==> config.mk <==
export PLATFORM = sky130hd
export DESIGN_NAME = uart_rx_mmio
export DESIGN_NICKNAME = d
export VERILOG_FILES = /design/src/rtl/uart_rx_mmio.sv
export SDC_FILE = /design/constraint.sdc
export NUM_CORES = 1
export LEC_CHECK = 0
export CAP_MARGIN = 40
export CORE_ASPECT_RATIO = 0.6
export CORE_MARGIN = 2
export CORE_UTILIZATION = 52
export CTS_CLUSTER_SIZE = 28
export DETAILED_ROUTE_END_ITERATION = 10
export DONT_BUFFER_PORTS = 1
export GPL_TIMING_DRIVEN = 0
export PLACE_DENSITY = 0.63
export RECOVER_POWER = 100
export SLEW_MARGIN = 40
export SYNTH_ARGS = -nofsm -noshare
export SYNTH_HDL_FRONTEND = slang
export SYNTH_SLANG_ARGS = --single-unit
==> constraint.sdc <==
create_clock -name clk -period 4.3 [get_ports clk]
set_input_delay 0.645 -clock clk [delete_from_list [all_inputs] [get_ports clk]]
set_output_delay 0.645 -clock clk [all_outputs]
set_load 0.03 [all_outputs]
==> src/rtl/uart_rx_mmio.sv <==
// Memory-mapped 8N1 UART receiver with a byte FIFO, DATA/STATUS registers and a level interrupt.
// Define UART_RX_PARITY_EN to expect an even-parity bit between the data bits and the stop bit.
module uart_rx_mmio #(
   parameter int CLK_DIV = 16,
   parameter int FIFO_AW = 3
) (
   input  logic        clk,
   input  logic        rst,
   input  logic        rx,
   input  logic        rd_en,
   input  logic        addr,
   output logic [31:0] rdata,
   output logic        rx_irq
);
   localparam int CW    = $clog2(CLK_DIV);
   localparam int PW    = FIFO_AW + 1;
   localparam int DEPTH = 1 << FIFO_AW;
   localparam logic [CW-1:0] CNT_BIT  = CW'(CLK_DIV - 1);
   localparam logic [CW-1:0] CNT_HALF = CW'(CLK_DIV / 2 - 1);

   typedef enum logic [2:0] {
      S_IDLE, S_START, S_DATA, S_PARITY, S_STOP, S_WAIT_HI
   } state_t;

   logic          rx_meta_q, rx_s_q;
   state_t        state_q;
   logic [CW-1:0] cnt_q;
   logic [2:0]    bitn_q;
   logic [7:0]    shift_q;
   logic [7:0]    mem_q [DEPTH];
   logic [PW-1:0] wr_ptr_q, wr_ptr_d, rd_ptr_q, rd_ptr_d;
   logic          overrun_q, overrun_d, frame_err_q, frame_err_d, parity_err_q, parity_err_d;
   logic [31:0]   rdata_q, rdata_d;
   logic          rx_irq_q;
   logic          bit_end, push, frame_set, parity_set;
   logic          empty, full, pop, status_rd, push_ok;

   always_comb begin
      bit_end   = (cnt_q == CNT_BIT);
      push      = (state_q == S_STOP) && bit_end && rx_s_q;
      frame_set = (state_q == S_STOP) && bit_end && !rx_s_q;
`ifdef UART_RX_PARITY_EN
      parity_set = (state_q == S_PARITY) && bit_end && ((^shift_q) != rx_s_q);
`else
      parity_set = 1'b0;
`endif
      empty     = (wr_ptr_q == rd_ptr_q);
      full      = (wr_ptr_q[FIFO_AW] != rd_ptr_q[FIFO_AW]) &&
                  (wr_ptr_q[FIFO_AW-1:0] == rd_ptr_q[FIFO_AW-1:0]);
      pop       = rd_en && !addr && !empty;
      status_rd = rd_en && addr;
      // A pop in the same cycle frees a slot, so a push into a full FIFO still lands.
      push_ok   = push && (!full || pop);
      rd_ptr_d  = rd_ptr_q + PW'(pop);
      wr_ptr_d  = wr_ptr_q + PW'(push_ok);
      overrun_d    = (push && !push_ok) || (overrun_q && !status_rd);
      frame_err_d  = frame_set || (frame_err_q && !status_rd);
      parity_err_d = parity_set || (parity_err_q && !status_rd);
      rdata_d = rdata_q;
      if (rd_en) begin
         if (addr)
            rdata_d = {27'b0, parity_err_q, frame_err_q, overrun_q, full, !empty};
         else if (pop)
            rdata_d = {24'b0, mem_q[rd_ptr_q[FIFO_AW-1:0]]};
         else
            rdata_d = '0;
      end
   end

   always_ff @(posedge clk) begin
      if (rst) begin
         rx_meta_q <= 1'b1;
         rx_s_q    <= 1'b1;
         state_q   <= S_IDLE;
         cnt_q     <= '0;
         bitn_q    <= '0;
      end else begin
         rx_meta_q <= rx;
         rx_s_q    <= rx_meta_q;
         cnt_q     <= cnt_q + 1'b1;
         case (state_q)
            S_IDLE: begin
               cnt_q <= '0;
               if (!rx_s_q) state_q <= S_START;
            end
            S_START: begin
               if (cnt_q == CNT_HALF) begin
                  cnt_q   <= '0;
                  bitn_q  <= '0;
                  state_q <= rx_s_q ? S_IDLE : S_DATA;
               end
            end
            S_DATA: begin
               if (bit_end) begin
                  cnt_q           <= '0;
                  shift_q[bitn_q] <= rx_s_q;
                  bitn_q          <= bitn_q + 1'b1;
                  if (bitn_q == 3'd7) begin
`ifdef UART_RX_PARITY_EN
                     state_q <= S_PARITY;
`else
                     state_q <= S_STOP;
`endif
                  end
               end
            end
            S_PARITY: begin
               if (bit_end) begin
                  cnt_q   <= '0;
                  state_q <= S_STOP;
               end
            end
            S_STOP: begin
               if (bit_end) begin
                  cnt_q   <= '0;
                  state_q <= rx_s_q ? S_IDLE : S_WAIT_HI;
               end
            end
            S_WAIT_HI: begin
               cnt_q <= '0;
               if (rx_s_q) state_q <= S_IDLE;
            end
            default: state_q <= S_IDLE;
         endcase
      end
   end

   always_ff @(posedge clk) begin
      if (rst) begin
         wr_ptr_q     <= '0;
         rd_ptr_q     <= '0;
         overrun_q    <= 1'b0;
         frame_err_q  <= 1'b0;
         parity_err_q <= 1'b0;
         rdata_q      <= '0;
         rx_irq_q     <= 1'b0;
      end else begin
         wr_ptr_q     <= wr_ptr_d;
         rd_ptr_q     <= rd_ptr_d;
         overrun_q    <= overrun_d;
         frame_err_q  <= frame_err_d;
         parity_err_q <= parity_err_d;
         rdata_q      <= rdata_d;
         rx_irq_q     <= (wr_ptr_d != rd_ptr_d);
      end
   end

   always_ff @(posedge clk) begin
      if (push_ok) mem_q[wr_ptr_q[FIFO_AW-1:0]] <= shift_q;
   end

   assign rdata  = rdata_q;
   assign rx_irq = rx_irq_q;
endmodule

==> flow_results.org, run 1 <==
** Worst setup path
- The worst setup path is captured at a register.
- The startpoint identified for the worst register-to-register timing path is cnt_q[0].
- Slowest cell on the critical path :: nor4_1
- STA puts the critical path data required time at 4.30 ns.
- For the worst flop-to-flop path, the logic depth is 7.
- Critical path arrival :: 3.28 ns
- The most critical setup path has its startpoint at cnt_q[0].
- The signal on the critical path passes through ha_1 > clkbuf_1 > nand3_1 > nor4_1 > o211ai_1 > nor3_1 > clkbuf_1.
- Category of the most critical setup path :: register to register
- Critical Path Most Common Cell :: clkbuf_1
- Path length in cells of the critical path :: 7
- Critical Path Source Type :: register
- CP top delay family :: simple AND/OR/NAND/NOR gates
- The largest single stage delay on the critical path is 0.65 ns.
- Critical path fanouts, max :: 7
- Counting both buffers and inverters, the worst setup path holds a total of 2.

** GRT
- The number of antenna violations at the first check in global routing is 0.
- The first global-routing pass estimated 13.7 mm of wire.
- For this run the aggregate overflow at the end of global routing stands at 0.
- Pin count of the biggest net entering global routing :: 16
- The via count of the first global-routing pass came to 2,475.
- Global routing used 19.5% of the available tracks.

** Synth
- Post-synth EDFFs :: 72
- Commonest cells post-synth :: edfxtp_1 (72), dfxtp_1 (32), nor2_1 (28), buf_4 (25), mux4_1 (14)
- Yosys top cell area share :: 47.5%
- The synthesized design spends more area on one cell type than any other, namely edfxtp_1.
- Asr flop ratio synth :: 0%
- Synthesis warning total :: 0
- Synthesis handed over a netlist of 311 instances.
- Cell Area, Synth :: 4550 um2
- In the synthesized netlist the dominant register cell turns out to be edfxtp_1.
- Register bit total from synthesis :: 104
- Most repeated cell in the gate-level netlist after synthesis :: edfxtp_1
- Sequential cells were found to cover 61.6% of the synthesized design area.
- Post-Syn Area per Cell :: 14.6 um2
- Largest cells by area after synthesis :: edfxtp_1 (47%), dfxtp_1 (14%), mux4_1 (8.1%)
- Cell variety after synth :: 54

** Power
- Net load switching power :: 383 uW
- PwrDens :: 372 nW/um2
- Clock network power share :: 38.9%
- Net switching is 20.6% of the power.
- Leakage :: 0.00173 uW
- Across the VDD grid, the largest voltage drop is 0.209 mV.
- Sequential group share of total power :: 57.1%
- The internal portion of the total power is 1480 uW.
- Combinational logic is responsible for 3.9% of the overall power.

** Floorplan
- The core region is 8490 um2.
- Io pins :: 38
- After floorplanning, the core was divided into 26 placement rows.
- The die is 125 um wide.
- The die covers 9540 um2.
- Die height :: 76.5 um
- Initial core utilization :: 53.6%

** Final layout
- At the end of the flow, the number of nets in the layout was 358.
- 0 antenna diodes ended up in the layout.
- Layout fillers :: 674
- Proportion of layout cells with a drive suffix above 1 :: 15.1%
- Area growth from synthesis to layout :: 10.0%
- After the flow finishes, the layout carries non-filler instances totaling 463.

** Status
- Status :: complete, no violations

** Clock network
- Post-CTS repair changed the size of 0 cells.
- After clock tree synthesis, the setup repair step added 0 buffers.
- TritonCTS built the clock tree.
- In this run, post-CTS hold repair placed 0 buffers.
- Insertion delay to the later sink of the worst-skew pair :: 0.34 ns
- Count of clock tree sinks :: 104
- Clock-pin slew was measured on the worst setup and hold paths at 0.06 ns.
- The clock passes through at most 2 buffers.
- The H-tree generated during clock tree synthesis spans 3 levels.
- Counting the buffers created by CTS gives 9.
- Root buffer selected by CTS :: clkbuf_16

** STA
- Setup repair after global routing missed its margin :: no
- Adding up every negative setup slack in the final design gives 0 ns.
- Max Clock Skew :: 0.00575 ns
- Final count of pins violating max slew :: 0
- Min Clock Period, post-route :: 3.29 ns
- The hold violation count in the final report was 0.
- For this run, the top clock speed supported by timing is 0.304 GHz.
- Rel. slew slack :: 33.1%
- Setup violations remaining at the end of the flow were counted as 0.
- Transition at the pin with the smallest max-transition slack :: 0.999 ns
- In the finished design, the share of the clock period the worst path needs comes to 76.4%.

** Route
- Dividing the detail-routed wire length by the instance count gives 18.6 um.
- The count of nets left with antenna violations once routing finished came out at 0.
- The detailed router finished its first iteration with 272 violations.
- Post-detailed-routing wire length :: 8.61 mm
- Count of unresolved DRC violations after routing :: 0
- Detailed routing inserted a total of 2,541 vias.
- Drt pass-1 iters :: 5
- Vias/cell :: 5.49

** Place
- Count of placed standard cells including taps :: 447
- Routability congestion estimate from global placement :: 0.824
- The count of buffers added on input and output ports is 0.
- Once detailed placement completed, the half-perimeter wirelength came to 6.03 mm.

** Worst hold path
- Worst Hold Launch :: rx
- The path class of the tightest hold or removal check is primary input to register.
- Hold path depth :: 1

** Flow run
- The tool flagged a number of max-cap violations equal to 0.
==> logic make-up after synthesis <==
logic type | synth area share [%]
compound gates | 5.94
xor+xnor | 2.89
fa+ha+maj | 1.92
buf+inv | 6.95
flops | 61.6
mux | 11.0
other cells | 0.0824
simple gates | 9.65
==> placed cells by master (no fill, tap or decap), types with 3 or more instances in the layout <==
cell type	netlist	layout
o21ai_0	3	3
mux2_1	0	4
mux4_1	14	14
a41oi_1	3	3
nand2b_1	8	8
a21oi_1	9	9
buf_4	25	25
ha_1	7	7
nand3_1	6	6
nor3_1	5	5
clkbuf_1	3	13
conb_1	1	24
edfxtp_1	72	72
nand2_1	7	7
mux2_2	7	3
a222oi_1	3	3
dfxtp_1	32	32
clkbuf_16	0	9
nor2_1	28	28
xor2_1	4	4
xnor2_1	11	11
a22o_1	3	3
nor2b_1	8	8
inv_1	5	5
==> power by group through the flow <==
| stage | logic (uW) | registers (uW) | clock network, uW |
|---|---|---|---|
| finish | 73.4 | 1060 | 724 |
| global route | 79.8 | 1060 | 785 |
| CTS | 74.1 | 1060 | 748 |
| detailed placement | 74.2 | 1090 | 0 |
| global placement | 73.8 | 1080 | 0 |
| floorplan | 68.4 | 1080 | 0 |
==> worst paths after layout <==
check / to / slack [ns]
worst max-delay path: mem_q[0][6] / 1.01
worst min-delay path: rx_meta_q / 0.41
worst max register to register: mem_q[0][6] / 1.01
worst min register to register: rx_s_q / 0.42
==> routing by layer <==
metal / vias up / global-route usage [%] / part of all wire, %
met1: 1252 / 27.8 / 49
li1: 1209 / - / -
met4: 0 / 6.40 / 1.2
met2: 72 / 27.8 / 43
met3: 8 / 7.16 / 6.4
met5: - / 0 / 0
==> worst reg2reg max path, cell delays in order, from the launching register on <==
cell,delay [ns]
dfxtp_1,0.35
ha_1,0.15
clkbuf_1,0.27
nand3_1,0.22
nor4_1,0.65
o211ai_1,0.30
nor3_1,0.59
clkbuf_1,0.41
==> final cells by class <==
class	instances	area, um2	share of cell area (%)
multi-input combinational	187	1510	30.2
sequential	104	2800	56.0
inverter	5	18.8	0.375
clock inverter	3	18.8	0.375
tap	112	140	2.80
timing repair buffer	1	3.75	0.0749
clock buffer	13	240	4.80
buffer	38	273	5.45
==> sequential cells by signal, summed over array words and instances (netlist names), 3 cells and up <==
signal    count
mem_q        64
rdata         8
shift_q       8
cnt_q         4
rd_ptr_q      4
wr_ptr_q      4
bitn_q        3
state_q       3
==> per-stage QoR <==
stage | hold slack, ns | instance area, um2 | setup slack (ns) | util, % | power, uW
2_1_floorplan | 0.389 | 4640 | 1.91 | - | 1150
3_3_place_gp | 0.395 | 4780 | 0.909 | 56.3 | 1160
3_5_place_dp | 0.408 | 4810 | 1.29 | 56.7 | 1160
4_1_cts | 0.387 | 5070 | 1.27 | 59.7 | 1880
5_1_grt | 0.388 | 5010 | 0.755 | 59.0 | 1930
6_report | 0.406 | 5010 | 1.01 | 59.0 | 1860
(Power assumes the default switching activity.)
==> run 2, diff against run 1 <==
--- a/config.mk
+++ b/config.mk
@@ -13,7 +13,7 @@
 export DETAILED_ROUTE_END_ITERATION = 10
 export DONT_BUFFER_PORTS = 1
 export GPL_TIMING_DRIVEN = 0
-export PLACE_DENSITY = 0.63
+export PLACE_DENSITY = 0.66
 export RECOVER_POWER = 100
 export SLEW_MARGIN = 40
 export SYNTH_ARGS = -nofsm -noshare
==> constraint.sdc (replaced) <==
create_clock -name clk -period 2.82 [get_ports clk]
set_input_delay 0.423 -clock clk [delete_from_list [all_inputs] [get_ports clk]]
set_output_delay 0.423 -clock clk [all_outputs]
set_load 0.03 [all_outputs]
==> run 2 against run 1 <==
Net effect:
- via count increased by 0.31%
- power increased by 53%
- final area increased by 1.4%
- critical path type unchanged
- highest routed layer unchanged
- non-clock buffer count increased by 1
- combinational power increased by 54%
- register-to-register slack got worse by 0.93 ns
- cell count increased by 0.22%
- largest cell class unchanged
- sequential cell count unchanged
- clock power increased by 55%
==> flow_results.org, run 2 (synthesized netlist as in run 1, its figures left out) <==
** Status
- The run finished with clean final reports.

** Power
- The peak ir drop on the vdd network was 0.419 mV (+100%).
- Leakage :: 0.00176 uW (+1.5%)
- PwrDens :: 561 nW/um2 (+51%)

** STA
- Upper clock frequency limit :: 0.366 GHz (+20%)
- Max Clock Skew :: 0.00887 ns (+0.00313 ns)
- The number of slew-limit violations in the final report was 0 (unchanged).
- Final sum of negative setup slack :: 0 ns (unchanged)
- The hold violation count in the final report came to 0 (unchanged).
- Setup repair after global routing missed its margin :: yes
- Setup violations, final :: 0 (unchanged)
- Transition at the pin with the smallest max-transition slack :: 0.813 ns (-0.186 ns)
- The minimum period implied by the final worst setup slack was 2.73 ns (-0.551 ns).
- The final clock period utilization by the worst path is 97.0% (+21 points).
- Worst setup margin :: 0.0856 ns (-0.929 ns)
- Rel. slew slack :: 45.8% (+13 points)

** Clock network
- The tree is rooted in a clkbuf_16.
- The total number of clock tree sinks came to 104 (unchanged).
- CTS tree :: done
- Quantity of hold-fixing buffers added after cts :: 0 (unchanged)
- H-Tree Level Count :: 3 (unchanged)
- The clock-pin slew reported for the worst setup and hold paths after clock tree synthesis was 0.06 ns (about the same).
- The clock tree buffer depth came to 2 (unchanged).
- The insertion delay to the later sink of the worst-skew pair came to 0.34 ns (about the same).
- The number of clock buffers inserted by TritonCTS was 9 (unchanged).

** Worst setup path
- Critical path arrival :: 2.71 ns (-0.57 ns)
- Critical path fanouts, max :: 8 (+1)
- The stage delay of the slowest cell on the critical path came to 0.56 ns (-0.09 ns).
- The critical path goes through ha_1 > buf_2 > nand3_1 > nor4_2 > o211ai_1 > nor2_2.
- Among cell families on the critical path, the largest total delay comes from simple AND/OR/NAND/NOR gates.
- Category of the most critical setup path :: register to register
- Slowest cell on the critical path :: nor2_2
- STA classifies the critical path startpoint as a register.
- Required time at the endpoint of the critical path :: 2.79 ns (-1.51 ns)
- The worst setup path is captured at a register.
- Worst Path Buf+Inv :: 1 (-1)

** GRT
- Vias in the first global route :: 2,393 (-3.3%)
- Global-route wire length before repair :: 13.6 mm (-0.76%)
- The global routing met2 resource utilization was 28.5% (+0.71 points).
- Met1 demand-to-capacity share in global routing :: 27.1% (-0.68 points)
- After global routing, the most crowded layer is met2.
- Overflow left after global routing :: 0 (unchanged)
- Pin count of the biggest net entering global routing :: 16 (unchanged)
- GR Layer Usage met3 :: 7.94% (+0.77 points)
- The number of antenna violations at the first check in global routing came to 0 (unchanged).
- The total track usage was 19.4% (-0.088 points).

** Floorplan
- The die area is 9540 um2 (unchanged).
- The standard cell core area came to 8490 um2 (unchanged).
- Initial core utilization :: 53.6% (unchanged)
- The width of the chip was 125 um (unchanged).
- The boundary pin count is 38 (unchanged).
- Floorplan row count :: 26 (unchanged)
- The height of the die was 76.5 um (unchanged).

** Route
- DRC violation total after the first TritonRoute iteration :: 207 (-24%)
- Residual antenna-violating net count after detailed routing :: 0 (unchanged)
- Routed len/inst :: 18.8 um (+1.0%)
- The final wirelength is 8.71 mm (+1.2%).
- Drt pass-1 iters :: 4 (-1)
- The total via count in the routed design was 2,549 (+0.31%).
- The number of vias per cell came to 5.49 (about the same).
- Count of unresolved DRC violations after routing :: 0 (unchanged)

** Final layout
- The final antenna diode count came to 0 (unchanged).
- Final-stage net count :: 359 (+0.28%)
- Area growth from synthesis to layout :: 11.6%
- Commonest non-fill, non-tap cell in the layout :: edfxtp_1
- The number of flip-flops in the largest register is 64 (unchanged).
- Proportion of layout cells with a drive suffix above 1 :: 19.6% (+4.5 points)
- Layout fillers :: 664 (-1.5%)
- Commonest non-fill, non-tap cells in the layout :: edfxtp_1 (72), dfxtp_1 (32), buf_4 (25)

** Flow run
- The number of violations of the max-capacitance limit is 0 (unchanged).

** Place
- The setup slack after placement was -0.187 ns (-1.48 ns).
- Routability congestion estimate from global placement :: 0.828 (+0.41%)
- The half-perimeter wire length after detailed placement was 5.99 mm (-0.62%).
- Number of buffers added on ports :: 0 (unchanged)

** Worst hold path
- Hold WC Path Type :: primary input to register
[run 2: worst paths after layout]
| path | from | end | slack (ns) | cells past startpoint |
|---|---|---|---|---|
| worst min-delay path | rx | rx_meta_q | 0.18 | 1 |
| worst max-delay path | cnt_q[0] | mem_q[4][0] | 0.09 | 6 |
| worst min register to register | rx_meta_q | rx_s_q | 0.41 | 1 |
| worst max register to register | cnt_q[0] | mem_q[4][0] | 0.09 | 6 |
[run 2: routing by layer]
metal / wire (um) / vias to the layer above
met4: 57 / 0
met2: 3840 / 78
met3: 807 / 7
met5: 0 / -
li1: - / 1207
met1: 4010 / 1257
[run 2: where the power goes]
part | switching, uW | leakage (uW) | internal (uW) | total (uW)
Combinational | 74.1 | 0.000720 | 38.9 | 113
Sequential | 4.55 | 0.000904 | 1620 | 1620
Clock | 502 | 0.000136 | 617 | 1120
[run 2: per-stage QoR]
step | cells | power [uW] | hold slack, ns | utilization (%) | area, um2
finish | 464 | 2850 | 0.181 | 59.8 | 5080
floorplan | 334 | 1760 | 0.389 | - | 4640
CTS | 462 | 2880 | 0.168 | 59.9 | 5090
global route | 464 | 2950 | 0.173 | 59.8 | 5080
detailed placement | 446 | 1770 | 0.400 | 56.6 | 4800
global placement | 446 | 1770 | 0.397 | 56.3 | 4780
[run 2: area by class of cell]
class / instances / area (um2) / share of cell area (%)
clock inverter: 4 / 20.0 / 0.394
clock buffer: 12 / 246 / 4.85
inverter: 5 / 18.8 / 0.369
tap: 112 / 140 / 2.76
sequential: 104 / 2800 / 55.2
buffer: 38 / 265 / 5.22
timing repair buffer: 2 / 40.0 / 0.788
multi-input combinational: 187 / 1550 / 30.5
[run 2: repair_timing]
| action | in CTS | in global routing |
|---|---|---|
| resized for setup | 4 | 0 |
| buffers inserted | 0 | 2 |
| setup endpoints to repair | 64 | 60 |
[run 2: worst register-to-register path: cells and delay by family (launching register included)]
kind	cells	cell delay (ns)
DFF	1	0.36
adders and majority gates	1	0.15
AOI/OAI and AO/OA	1	0.39
buffers and inverters	1	0.16
and+or+nand+nor	3	1.29
==> run 3, diff against run 2 <==
--- a/config.mk
+++ b/config.mk
@@ -5,7 +5,6 @@
 export SDC_FILE = /design/constraint.sdc
 export NUM_CORES = 1
 export LEC_CHECK = 0
-export CAP_MARGIN = 40
 export CORE_ASPECT_RATIO = 0.6
 export CORE_MARGIN = 2
 export CORE_UTILIZATION = 52
@@ -13,7 +12,8 @@
 export DETAILED_ROUTE_END_ITERATION = 10
 export DONT_BUFFER_PORTS = 1
 export GPL_TIMING_DRIVEN = 0
-export PLACE_DENSITY = 0.66
+export HOLD_SLACK_MARGIN = 0.1
+export PLACE_DENSITY = 0.63
 export RECOVER_POWER = 100
 export SLEW_MARGIN = 40
 export SYNTH_ARGS = -nofsm -noshare
==> constraint.sdc (replaced) <==
create_clock -name clk -period 3.5 [get_ports clk]
set_input_delay 0.525 -clock clk [delete_from_list [all_inputs] [get_ports clk]]
set_output_delay 0.525 -clock clk [all_outputs]
set_load 0.03 [all_outputs]
==> run 3 against run 2 <==
Net effect:
- cell count is 0.22% lower
- power is 20% lower
- final area is 1.6% lower
- highest routed layer unchanged
==> flow_results.org, run 3 (synthesized netlist as in run 1, its figures left out) <==
** Worst setup path
- Critical Path End Type :: register
- The highest fanout seen on the critical path was 10 (+2).
- The signal on the critical path passes through clkbuf_1 > nand3_1 > nor4_1 > o211ai_1 > nor3_1 > clkbuf_2.
- Category of the most critical setup path :: register to register
- Critical path arrival :: 3.12 ns (+0.41 ns)
- Critical Path Source Type :: register
- Required time at the endpoint of the critical path :: 3.54 ns (+0.75 ns)
- The stage delay of the slowest cell on the critical path was 0.65 ns (+0.09 ns).
- The slowest stage of the critical path is the nor4_1 cell.

** Clock network
- The total number of clock tree sinks came to 104 (unchanged).
- The insertion delay to the later sink of the worst-skew pair was 0.34 ns (about the same).
- The H-tree depth was 3 (unchanged).
- Post_cts resized :: 0 (-4)
- CTS tree :: done
- Buffers inserted during post-CTS setup optimization :: 0 (unchanged)
- Post-CTS clock slew at the launch and capture registers of the worst setup and hold paths :: 0.07 ns (about the same)
- The root buffer cell chosen for the clock tree is clkbuf_16.
- The number of clock buffers inserted by TritonCTS is 9 (unchanged).
- The quantity of hold-fixing buffers added after cts is 0 (unchanged).
- The clock tree buffer depth is 2 (unchanged).

** Final layout
- Layout fillers :: 673 (+1.4%)
- Area growth from synthesis to layout :: 9.84%
- The fraction of layout instances using a drive strength above 1 is 15.7% (-3.9 points).
- The area used by multi-input combinational logic is 1510 um2 (-2.7%).
- The net count of the finished layout is 358 (-0.28%).
- Commonest non-fill, non-tap cells in the layout :: edfxtp_1 (72), dfxtp_1 (32), nor2_1 (26)
- Register area :: 2800 um2 (unchanged)
- Number of flip-flops in the largest register :: 64 (unchanged)
- Commonest non-fill, non-tap cell in the layout :: edfxtp_1
- ANT cells :: 0 (unchanged)
- Cell Count, Final, Fillers Out :: 463 (-0.22%)

** GRT
- The first-pass GRT wire length came to 13.7 mm (+0.76%).
- GRT Total Usage :: 19.5% (+0.088 points)
- The number of antenna violations at the first check in global routing is 0 (unchanged).
- Vias in the first global route :: 2,475 (+3.4%)
- The maximum number of pins on one net before global-route repair is 16 (unchanged).
- Overflow left after global routing :: 0 (unchanged)

** Route
- Via Count :: 2,561 (+0.47%)
- Routed len/inst :: 18.6 um (-0.69%)
- The number of remaining DRC errors was 0 (unchanged).
- Residual antenna-violating net count after detailed routing :: 0 (unchanged)
- The final wirelength was 8.63 mm (-0.91%).
- DRC violation total after the first TritonRoute iteration :: 299 (+44%)
- Drt pass-1 iters :: 4 (unchanged)
- The number of vias per cell was 5.53 (+0.69%).

** Power
- Total Power Consumption :: 2290 uW (-20%)
- Sequential group share of total power :: 57.1% (+0.3 points)
- Net load switching power :: 473 uW (-19%)
- The peak ir drop on the vdd network was 0.259 mV (-38%).
- The total power per unit cell area is 458 nW/um2 (-18%).
- Leakage :: 0.00174 uW (-1.3%)
- The switching share of total power was 20.7% (+0.31 points).
- Internal power :: 1820 uW (-20%)
- The fraction of power consumed by the clock network was 39.0% (-0.2 points).
- The part of the total power dissipated in combinational logic was 3.9% (about the same).

** STA
- Final count of pins violating max slew :: 0 (unchanged)
- The hold violation count in the final report came to 0 (unchanged).
- Setup repair after global routing left no endpoint under its margin.
- Setup violations, final :: 0 (unchanged)
- The slew of the pin with the lowest slew margin was 0.962 ns (+0.149 ns).
- Final sum of negative setup slack :: 0 ns (unchanged)
- Min Clock Period, post-route :: 3.08 ns (+0.349 ns)
- Max Clock Skew :: 0.00621 ns (-0.00266 ns)
- Share of the cycle needed by the critical path after routing :: 88.1% (-8.9 points)
- The post-route worst setup slack was 0.417 ns (+0.331 ns).
- The fmax was 0.324 GHz (-11%).
- Rel. slew slack :: 35.6% (-10 points)
- The smallest hold slack is 0.282 ns (+0.101 ns).

** Floorplan
- The width of the chip was 125 um (unchanged).
- The boundary pin count was 38 (unchanged).
- Initial core utilization :: 53.6% (unchanged)
- The row count was 26 (unchanged).
- Die height :: 76.5 um (unchanged)
- The standard cell core area is 8490 um2 (unchanged).
- The die area was 9540 um2 (unchanged).

** Place
- Number of buffers added on ports :: 0 (unchanged)
- The final RePlAce weighted congestion was 0.824 (-0.41%).
- Half-perimeter wire length after detailed placement :: 6.03 mm (+0.62%)
- Setup slack at placement :: 0.495 ns (+0.682 ns)
- The cell count after placement is 447 (+0.22%).

** Worst hold path
- The min-delay analysis places its worst path in the category primary input to register.

** Flow run
- MaxCap Viol Count :: 0 (unchanged)

** Status
- Status :: complete, no violations
## run 3: path summary, 6_finish.rpt
path	cells after the start	endpoint	slack, ns	from
setup reg to reg	6	mem_q[0][6]	0.42	cnt_q[3]
hold reg to reg	1	rx_s_q	0.42	rx_meta_q
hold / removal	1	rx_meta_q	0.28	rx
setup / recovery	6	mem_q[0][6]	0.42	cnt_q[3]
## run 3: cell type report
cell class                      instances  area share (%)
Buffer                                 38            5.40
Clock buffer                           13            4.80
Clock inverter                          3           0.375
Tap cell                              112            2.80
Multi-Input combinational cell        187            30.1
Timing Repair Buffer                    1           0.100
Sequential cell                       104            56.0
Inverter                                5           0.375
## run 3: critical path: cells and delay by family, from the launching register on
kind | cells | cell delay, ns
simple gates | 3 | 1.48
compound gates | 1 | 0.30
flops | 1 | 0.30
buf+inv | 2 | 0.69
## run 3: power by group through the flow
stage | Clock, uW | Sequential (uW) | Combinational [uW]
finish | 893 | 1310 | 89.8
global route | 964 | 1310 | 97.4
CTS | 919 | 1310 | 91.1
detailed placement | 0 | 1330 | 91.1
global placement | 0 | 1330 | 90.7
floorplan | 0 | 1330 | 84.0
## run 3: metrics by stage
step	instance area [um2]	utilization, %
5_1_grt	5000	58.9
3_3_place_gp	4780	56.3
3_5_place_dp	4810	56.7
6_report	5000	58.9
2_1_floorplan	4640	-
4_1_cts	5070	59.7
## run 3: routing by layer
| layer | share of wire (%) | wire length (um) | track usage, % |
|---|---|---|---|
| met1 | 49 | 4210 | 27.8 |
| met2 | 43 | 3740 | 27.8 |
| met3 | 6.6 | 569 | 7.16 |
| met4 | 1.2 | 104 | 6.40 |
| met5 | 0 | 0 | 0 |
==> RTL edit 1: new RTL, settings of run 2 <==
Set the parameter `FIFO_AW` to 4 (it was 3).
--- a/src/rtl/uart_rx_mmio.sv
+++ b/src/rtl/uart_rx_mmio.sv
@@ -4,3 +4,3 @@
    parameter int CLK_DIV = 16,
-   parameter int FIFO_AW = 3
+   parameter int FIFO_AW = 4
 ) (
Check against the original RTL: no difference found for any inputs over 10 cycles, from zero or initial values and one cycle with rst high; that may be too few to reach the edited logic, so the function may still have changed.
==> RTL edit 1 against run 2 <==
Final area up 60%. Global-route usage grew 1.3 points. Synthesized area grew 57%. Setup slack improved by 33 ps. Sequential power grew 65%. Critical endpoint is now rx_irq$_SDFF_PP0_. Combinational power down 17%. Wire length is 63% higher. Sequential cell count rose by 66. Power increased by 79%. Largest power group unchanged.
==> RTL edit 1: results (changes against run 2) <==
The placed cell count was 645 (was 446); the average footprint of a synthesized cell was 16.12 um^2 (was 14.64 um^2). The final HPWL from detailed placement was 10.00 mm (was 5.990 mm); the top fanout value on the critical path was 6 (was 8). The tools report the data arrival time of the critical path as 2970 ps (was 2710 ps).

The last weighted congestion value of the routability-driven placer is 0.8174 (was 0.8277). The met3 track demand over resource in global routing was 6.241% (was 7.935%). The run gives 20.71% (was 19.40%) as the overall fraction of global-route tracks in use. The final worst clock skew was 10.42 ps (was 8.874 ps); the first-pass GRT wire length was 21.60 mm (was 13.61 mm). Cell type of the slowest stage on the worst timing path: sky130_fd_sc_hd__dfxtp_1 (was sky130_fd_sc_hd__nor2_2).

Length in cells of the worst reg-to-reg path: 10 (was 6). The instance area after placement was 0.007508 mm^2 (was 0.004802 mm^2). The flow ran to the end, and the final reports show no timing, DRC or antenna violations. The shortest clock period the worst path allows after layout came out at 2701 ps (was 2734 ps). The worst hold slack after final layout was 105.7 ps (was 180.9 ps); the number of DRC violations after detailed-routing iteration 0 was 394 (was 207). The clock network fraction of design power came out at 45.8% (was 39.2%).

The final standard cell count with taps included and fillers excluded was 675 (was 464); the number of enable flip-flop cells after synthesis was 136 (was 72). Final net count: 500 (was 359). The run gives -25.96 ps (was -187.2 ps) as the worst setup timing slack at the placement stage. The tools report the vias after detailed routing as 3755 (was 2549). The tools report the startpoint of the most critical hold path as rd_en (was rx). The xor/xnor cell area share of the yosys netlist works out to 2.307% (was 2.885%).
RTL edit 1: cell types whose count changed in the layout (fill, tap and decap cells not counted), moves of 5 or more:
cell / delta
sky130_fd_sc_hd__mux2i_1: +12
sky130_fd_sc_hd__edfxtp_1: +64
sky130_fd_sc_hd__o22ai_1: +6
sky130_fd_sc_hd__nor2_2: +5
sky130_fd_sc_hd__nand2_1: +5
sky130_fd_sc_hd__clkbuf_16: +8
sky130_fd_sc_hd__clkbuf_1: -6
sky130_fd_sc_hd__inv_6: +5
sky130_fd_sc_hd__mux4_2: +15
sky130_fd_sc_hd__nor2_1: +8
RTL edit 1: final cells by class:
type | count | area, um^2
sequential | 170 | 4765
fill | 1016 | 5406
tap | 175 | 219.0
clock inverter | 14 | 168.9
inverter | 2 | 7.507
buffer | 43 | 345.3
clock buffer | 17 | 425.4
timing repair buffer | 3 | 17.52
multi-input combinational | 251 | 2188
RTL edit 1: timing repair:
item	CTS	global route
pin swaps	0	0
endpoints found under the setup margin	8	28
gates resized for setup	1	3
==> RTL edit 2: new RTL, settings of run 2 <==
Made on the original files. Register the output `rx_irq` once more, cleared by the reset; this adds one clock of latency there. The other outputs are not delayed to match.
--- a/src/rtl/uart_rx_mmio.sv
+++ b/src/rtl/uart_rx_mmio.sv
@@ -152,3 +152,9 @@
    assign rdata  = rdata_q;
-   assign rx_irq = rx_irq_q;
+   always_ff @(posedge clk) begin
+      if (rst) begin
+         rx_irq <= '0;
+      end else begin
+         rx_irq <= rx_irq_q;
+      end
+   end
 endmodule
Check against the original RTL: no difference found for any inputs over 10 cycles, from zero or initial values and one cycle with rst high; that may be too few to reach the edited logic, so the function may still have changed.
==> RTL edit 2 against run 2 <==
Power rose by 2.1%. Synthesized cell count rose by 0.64%. Clock power rose by 4%. Final area barely moved. Setup slack improved by 79 ps. Synthesized area rose by 0.41%. Wire length fell by 2.9%. Utilization fell by 0.20 points. Highest routed layer unchanged. Critical path type unchanged. Sequential cell count rose by 1. Largest cell class unchanged.
==> RTL edit 2: results (changes against run 2) <==
The run gives 448 (was 446) as the placed cell count. For the last weighted congestion value of the routability-driven placer, the log shows 0.7662 (was 0.8277). Top cells by area in the synthesized netlist: sky130_fd_sc_hd__edfxtp_1 (47%), sky130_fd_sc_hd__dfxtp_1 (14%), sky130_fd_sc_hd__mux4_1 (8.0%), sky130_fd_sc_hd__buf_4 (4.1%), sky130_fd_sc_hd__nor2_1 (2.3%) (was sky130_fd_sc_hd__edfxtp_1 (47%), sky130_fd_sc_hd__dfxtp_1 (14%), sky130_fd_sc_hd__mux4_1 (8.1%), sky130_fd_sc_hd__buf_4 (4.1%), sky130_fd_sc_hd__nor2_1 (2.3%)). The count of clock tree sinks is 105 (was 104), and the peak ir drop on the vdd network is 0.2975 mV (was 0.4188 mV). The data arrival time of the critical path is 2630 ps (was 2710 ps). Most common library cells after synthesis: sky130_fd_sc_hd__edfxtp_1 (72), sky130_fd_sc_hd__dfxtp_1 (33), sky130_fd_sc_hd__nor2_1 (28) (was sky130_fd_sc_hd__edfxtp_1 (72), sky130_fd_sc_hd__dfxtp_1 (32), sky130_fd_sc_hd__nor2_1 (28)). The xor/xnor cell area share of the yosys netlist was 2.874% (was 2.885%).

For the largest net degree at the start of global routing, the log shows 18 (was 16). The capturing element of the worst setup path is mem_q[3][0]$_DFFE_PP_ (was mem_q[4][0]$_DFFE_PP_). The wire length per cell works out to 18.23 um (was 18.77 um).

The layout overhead on the synthesized area came out at 11.19% (was 11.60%). The post-detailed-route via-to-cell ratio is 5.431 (was 5.494). The run gives 5.876 mm (was 5.990 mm) as the final HPWL from detailed placement. The run gives 1.751 nW (was 1.760 nW) as the reported leakage power.

The final worst clock skew is 7.007 ps (was 8.874 ps), and the portion of netlist area occupied by mux cells is 10.97% (was 11.02%). The number of buffers other than clock buffers in the final layout works out to 38 (was 40). The flow ran to the end, and the final reports show no timing, DRC or antenna violations. The post-synthesis adder-cell area fraction is 1.916% (was 1.924%). The worst-margin pin slew came out at 813.0 ps (was 813.1 ps). After clock tree synthesis, the clock-pin slew on the worst setup and hold paths is 70 ps.

The run gives -217.7 ps (was -187.2 ps) as the worst setup timing slack at the placement stage. The number of multi-input combinational cells in the layout is 188 (was 187), and the first-pass detailed-route iteration total is 5 (was 4). The overall fraction of global-route tracks in use was 18.88% (was 19.40%); the distinct cell type count after synthesis was 55 (was 54).

The first-pass GRT wire length is 13.49 mm (was 13.61 mm). For the number of DRC violations after detailed-routing iteration 0, the log shows 273 (was 207). The buffer share of cell area was 5.218% (was 6.008%). The post-synthesis sequential area ratio is 61.74% (was 61.56%).

The gate count of the mapped netlist is 313 (was 311), and the setup slack of the most critical reg-to-reg path is 160 ps (was 90 ps). The longest individual stage delay on the worst path is 590 ps (was 560 ps), and the vias after detailed routing is 2520 (was 2549). The flip-flop and latch share of the layout cell area works out to 55.53% (was 55.16%). The clock network area share came out at 5.562% (was 5.245%).
[RTL edit 2: cell types whose count changed after synthesis]
| cell | delta |
|---|---|
| sky130_fd_sc_hd__buf_6 | -1 |
| sky130_fd_sc_hd__nor2b_1 | +1 |
| sky130_fd_sc_hd__buf_1 | +1 |
| sky130_fd_sc_hd__dfxtp_1 | +1 |
[RTL edit 2: power breakdown]
group | total, mW | switching (mW) | internal [mW]
Sequential | 1.64 | 0.00509 | 1.63
Combinational | 0.112 | 0.0729 | 0.0389
Clock | 1.16 | 0.536 | 0.629
[RTL edit 2: routing by layer]
layer	wire (um)	up-vias	GRT usage [%]
li1	-	1211	-
met1	4197	1228	28.77
met5	0	-	0
met3	450	7	4.635
met4	53	0	5.667
met2	3756	74	26.90
[RTL edit 2: what timing repair did]
item / CTS / global route
setup endpoints to repair: 48 / 8
gates cloned: 0 / 0
resized for setup: 3 / 1
